==> src/rtl/mult_arbiter.sv <==
// Round-robin arbiter sharing one combinational multiplier between NUM_REQ requesters.
// Optional per-requester grant counters are enabled with `define MULT_ARB_STATS_EN.

module multiplier #(
  parameter int unsigned bit_width = 8
) (
  input  logic [bit_width-1:0] a,
  input  logic [bit_width-1:0] b,
  output logic [bit_width-1:0] product
);
  // Low bit_width bits of the product; upper bits are dropped.
  assign product = a * b;
endmodule

module mult_arbiter #(
  parameter int unsigned WIDTH   = 8,
  parameter int unsigned NUM_REQ = 4
) (
  input  logic                       clk,
  input  logic                       rst,
  input  logic [NUM_REQ-1:0]         req_valid,
  output logic [NUM_REQ-1:0]         req_ready,
  input  logic [NUM_REQ*WIDTH-1:0]   req_a,
  input  logic [NUM_REQ*WIDTH-1:0]   req_b,
  output logic                       resp_valid,
  input  logic                       resp_ready,
  output logic [$clog2(NUM_REQ)-1:0] resp_id,
  output logic [WIDTH-1:0]           resp_result
`ifdef MULT_ARB_STATS_EN
  ,
  output logic [NUM_REQ*16-1:0]      grant_count
`endif
);

  localparam int unsigned ID_W  = $clog2(NUM_REQ);
  localparam int unsigned SUM_W = ID_W + 1;

  typedef enum logic [1:0] {
    IDLE = 2'd0,
    CALC = 2'd1,
    RESP = 2'd2
  } state_t;

  state_t             state;
  state_t             state_next;
  logic [ID_W-1:0]    ptr;
  logic [ID_W-1:0]    id_r;
  logic [WIDTH-1:0]   a_r;
  logic [WIDTH-1:0]   b_r;
  logic [WIDTH-1:0]   product;

  logic [NUM_REQ-1:0] rot;
  logic [ID_W-1:0]    gnt_off;
  logic [SUM_W-1:0]   gnt_sum;
  logic [ID_W-1:0]    gnt_id;
  logic               gnt_found;
  logic [NUM_REQ-1:0] gnt_oh;
  logic [WIDTH-1:0]   sel_a;
  logic [WIDTH-1:0]   sel_b;
  logic               accept;
  logic               retire;

  multiplier #(
    .bit_width(WIDTH)
  ) u_mult (
    .a      (a_r),
    .b      (b_r),
    .product(product)
  );

  // Rotate requests so bit 0 is the pointer position, pick the lowest set bit,
  // then rotate the offset back into an absolute requester index.
  always_comb begin
    rot       = NUM_REQ'({req_valid, req_valid} >> ptr);
    gnt_found = |req_valid;
    gnt_off   = '0;
    for (int k = NUM_REQ - 1; k >= 0; k--) begin
      if (rot[k]) begin
        gnt_off = ID_W'(k);
      end
    end
    gnt_sum = {1'b0, ptr} + {1'b0, gnt_off};
    if (gnt_sum >= SUM_W'(NUM_REQ)) begin
      gnt_sum = gnt_sum - SUM_W'(NUM_REQ);
    end
    gnt_id = gnt_sum[ID_W-1:0];
  end

  // One-hot grant and operand selection for the winning requester.
  always_comb begin
    gnt_oh = '0;
    sel_a  = '0;
    sel_b  = '0;
    for (int i = 0; i < NUM_REQ; i++) begin
      if (gnt_found && (gnt_id == ID_W'(i))) begin
        gnt_oh[i] = 1'b1;
        sel_a     = req_a[i*WIDTH +: WIDTH];
        sel_b     = req_b[i*WIDTH +: WIDTH];
      end
    end
  end

  always_ff @(posedge clk) begin
    if (rst) begin
      state <= IDLE;
    end else begin
      state <= state_next;
    end
  end

  // Next state plus the combinational accept handshake.
  always_comb begin
    state_next = state;
    req_ready  = '0;
    accept     = 1'b0;
    retire     = 1'b0;
    case (state)
      IDLE: begin
        if (gnt_found && !rst) begin
          req_ready  = gnt_oh;
          accept     = 1'b1;
          state_next = CALC;
        end
      end
      CALC: begin
        state_next = RESP;
      end
      RESP: begin
        if (resp_valid && resp_ready) begin
          retire     = 1'b1;
          state_next = IDLE;
        end
      end
      default: begin
        state_next = IDLE;
      end
    endcase
  end

  // Operand capture, product capture and response handshake.
  always_ff @(posedge clk) begin
    if (rst) begin
      a_r         <= '0;
      b_r         <= '0;
      id_r        <= '0;
      ptr         <= '0;
      resp_valid  <= 1'b0;
      resp_id     <= '0;
      resp_result <= '0;
    end else begin
      if (accept) begin
        a_r  <= sel_a;
        b_r  <= sel_b;
        id_r <= gnt_id;
      end
      if (state == CALC) begin
        resp_result <= product;
        resp_id     <= id_r;
        resp_valid  <= 1'b1;
      end
      if (retire) begin
        resp_valid <= 1'b0;
        ptr        <= (id_r == ID_W'(NUM_REQ - 1)) ? '0 : id_r + ID_W'(1);
      end
    end
  end

`ifdef MULT_ARB_STATS_EN
  // Saturating per-requester grant counters.
  for (genvar g = 0; g < NUM_REQ; g++) begin : g_stats
    logic [15:0] cnt;
    always_ff @(posedge clk) begin
      if (rst) begin
        cnt <= '0;
      end else if (req_valid[g] && req_ready[g] && (cnt != 16'hFFFF)) begin
        cnt <= cnt + 16'd1;
      end
    end
    assign grant_count[g*16 +: 16] = cnt;
  end
`endif

endmodule

==> config.mk <==
export PLATFORM = sky130hd
export DESIGN_NAME = mult_arbiter
export DESIGN_NICKNAME = d
export VERILOG_FILES = /design/src/rtl/mult_arbiter.sv
export SDC_FILE = /design/constraint.sdc
export NUM_CORES = 1
export LEC_CHECK = 0
export BUFFER_PORTS_ARGS = -buffer_cell sky130_fd_sc_hd__buf_4
export CAP_MARGIN = 20
export CORE_ASPECT_RATIO = 2
export CORE_MARGIN = 3
export CORE_UTILIZATION = 50
export DETAILED_ROUTE_END_ITERATION = 8
export GPL_ROUTABILITY_DRIVEN = 0
export PLACE_DENSITY = 0.88
export SLEW_MARGIN = 15
export SYNTH_ARGS = -nofsm -noshare
export SYNTH_HDL_FRONTEND = slang
export SYNTH_SLANG_ARGS = --single-unit
==> constraint.sdc <==
create_clock -name clk -period 5.2 [get_ports clk]
set_input_delay 1.04 -clock clk [delete_from_list [all_inputs] [get_ports clk]]
set_output_delay 1.04 -clock clk [all_outputs]
set_load 0.02 [all_outputs]
==> impl_metrics.yaml <==
layout:
  final_nets: 504
  mostFrequentLayoutCell: "buf_4"
  nFillCells: 462
  area_growth_pct: 24.0
  ff_latch_area_sq_um: 661
  drive_gt1_share_pct: 32.9
  n_antenna_cell: 0
  mostFrequentLayoutCells: "86 x buf_4, 53 x nand2_1, 33 x dfxtp_1, 32 x mux2_2, 32 x a221oi_1"
  multi_input_area_sq_um: 2050
synthesis:
  synth_xor_area_share_pct: 5.75
  muxShareOfSynthArea_pct: 13.1
  synth_top_family_by_area: "compound AO/OA/AOI/OAI gates"
  synth_area_sq_um: 2900
  synth_adder_area_share_pct: 16.1
  avgSynthCellArea_sq_um: 8.78
  yosys_warnings: 0
  synthSimpleGateAreaFrac_pct: 16.6
  ys_ff_latch: 33
  seq_area_frac_synth_pct: 22.8
  synth_compound_area_share_pct: 19.1
  synth_fp_nets: 431
  synth.distinct_cells: 41
  syn_inst: 330
critical_path:
  crit_end: "resp_result[7]"
  worstSetupPathType: "flop to flop"
  end_kind: "flop"
  startpoint: "a_r[0]"
  r2r.worst_path.cells: 14
  r2r_slack_ns: 1.12
  rr_endpoint: "resp_result[7]"
  path_max_fanout: 9
  worstPathRequired_ns: 5.43
  start_kind: "flop"
  arrival_ns: 4.31
  rr_startpoint: "a_r[0]"
timing:
  setup-violations-final: 0
  slew_violations: 0
  hold_viol_final: 0
  relSlewSlack_pct: 31.9
  tns_ns: 0
  rsz0062_at_grt: "false"
  min_period_over_period_pct: 78.5
  worstMarginPinSlew_ns: 1.02
  fin_crit_ns: 4.08
  skew_ns: 0.00886
  fmax_mhz: 245
pwr:
  ir_drop_mv: 0.199
  leakage_nw: 1.61
  p_per_area_nw_per_um2: 269
  power_mw: 0.966
die:
  ios: 86
  fp.dieW_um: 59.8
  die_area_sq_um: 6800
  fp.coreArea_sq_um: 5520
  initial_utilization_pct: 52.5
  die_h_um: 114
  num_rows: 38
global_routing:
  grt_overflow: 0
  antenna_found_initial: 0
  grtUsageTotal_pct: 22.6
  grt_pass1_vias: 2828
  grt_pass1_wl_mm: 12.2
  grt_max_degree: 33
drt:
  wire_per_inst_um: 15.5
  routed_via_density: 5.87
  firstDrtPassIters: 5
  ant_nets: 0
  drt-total-wl_mm: 7.21
  drc: 0
  drtIter0Drc: 86
  via_count: 2725
job:
  drv_cap: 0
outcome:
  status: "completed"
clock_network:
  insertion_delay_ns: 0.29
  clk_path_buf_depth: 2
  path_clk_slew_ns: 0.08
  cts-resized-gates: 0
  cts_setup_buffers: 0
  holdBufCountCts: 0
  numClockSinks: 33
  cts_buffers: 5
  htreeDepth: 2
  cts_tree: "yes"
  cts-root-buf: "clkbuf_8"
placed_design:
  dp_hpwl_mm: 5.76
  portBuffers: 85
min_path:
  hold_start: "resp_result[6]"
  hold_class: "flop to flop"
synthesized netlist by cell type:
master     instances  area, sq um
fa_1              12          240
nand2_1           53          199
dfxtp_1           33          661
mux2_2            32          360
nor2_2             2         12.5
nor3_1             3         15.0
inv_2              1         3.75
buf_4              1         7.51
xor2_1             2         17.5
o2111ai_1          1         8.76
o21ai_0            3         15.0
nor2b_1            3         18.8
buf_2              7         35.0
or4_1              1         7.51
o211ai_1           1         7.51
a221oi_1          32          280
clkbuf_1           7         26.3
mux2i_1            2         20.0
a22o_1             1         8.76
a211oi_4           1         20.0
a211oi_1           3         22.5
a21oi_1           14         70.1
o21ai_1           17         85.1
a21o_1             2         15.0
nand3_1            2         10.0
buf_6              4         45.0
o31ai_1            1         7.51
nor3b_1            3         22.5
xnor2_2            1         16.3
and3_1             1         6.26
xnor3_1            2         45.0
nor2_1            13         48.8
nand2b_4           1         13.8
and2_1            18          113
buf_1              1         3.75
a22oi_2            1         12.5
nand2b_1           1         6.26
inv_1             18         67.6
and3b_1            1         8.76
xnor2_1           10         87.6
ha_1              18          225
registers in the layout, indices dropped and copies added (netlist names):
signal       count
resp_result      8
state            2
a_r              8
resp_valid       1
resp_id          2
id_r             2
ptr              2
b_r              8
how the worst min path moves through the flow:
| stage | cells past startpoint | end |
|---|---|---|
| 2_1_floorplan | 2 | b_r[7] |
| 3_3_place_gp | 2 | a_r[7] |
| 3_5_place_dp | 2 | resp_result[7] |
| 4_1_cts | 2 | resp_result[7] |
| 5_1_grt | 2 | resp_result[6] |
| 6_report | 2 | resp_result[6] |
area by class of cell:
class	instances	area share (%)
multi-input cells	258	57.1
flip-flops and latches	33	18.4
repair buffers	86	18.0
well taps	60	2.09
inverters	19	1.99
clock buffers	5	1.92
clock inverters	3	0.488
cells by family after synthesis:
logic type | after synthesis
adders and majority gates | 30
DFF | 33
xor gates and xnor gates | 15
buffers and inverters | 39
muxes | 34
and+or+nand+nor | 102
AOI/OAI and AO/OA | 77
critical path, cell delays in order (launching register included):
cell and delay, ns:
dfxtp_1 0.41, and2_1 0.22, fa_1 0.46, fa_1 0.51, ha_1 0.30, inv_1 0.05
fa_1 0.53, inv_1 0.04, ha_1 0.33, a21o_1 0.19, a21oi_1 0.15, xnor3_1 0.24
xnor3_1 0.37, nand2_1 0.05, a21oi_1 0.16
power breakdown:
group	switching [mW]	total [mW]	internal, mW
combinational	0.221	0.442	0.221
sequential	0.0417	0.332	0.290
clock	0.0993	0.192	0.0923
total	0.362	0.966	0.604
layer usage:
| layer | vias up | track usage, % | share of wire [%] |
|---|---|---|---|
| met5 | - | 0 | 0 |
| met4 | 0 | 10.8 | 4.4 |
| met3 | 25 | 2.38 | 3.7 |
| met2 | 98 | 42.1 | 57 |
| met1 | 1284 | 23.9 | 35 |
| li1 | 1318 | - | - |
per-stage QoR:
stage	cells	setup WS [ns]	util [%]	area, sq um	hold WS [ns]
after floorplan	330	1.23	-	2900	0.430
after global placement	456	1.26	63.5	3500	0.443
after detailed placement	456	1.11	63.5	3500	0.445
after CTS	464	1.12	65.0	3590	0.455
after global routing	464	0.938	65.1	3590	0.477
final	464	1.12	65.1	3590	0.453
Power figures use the tool's default switching activity.
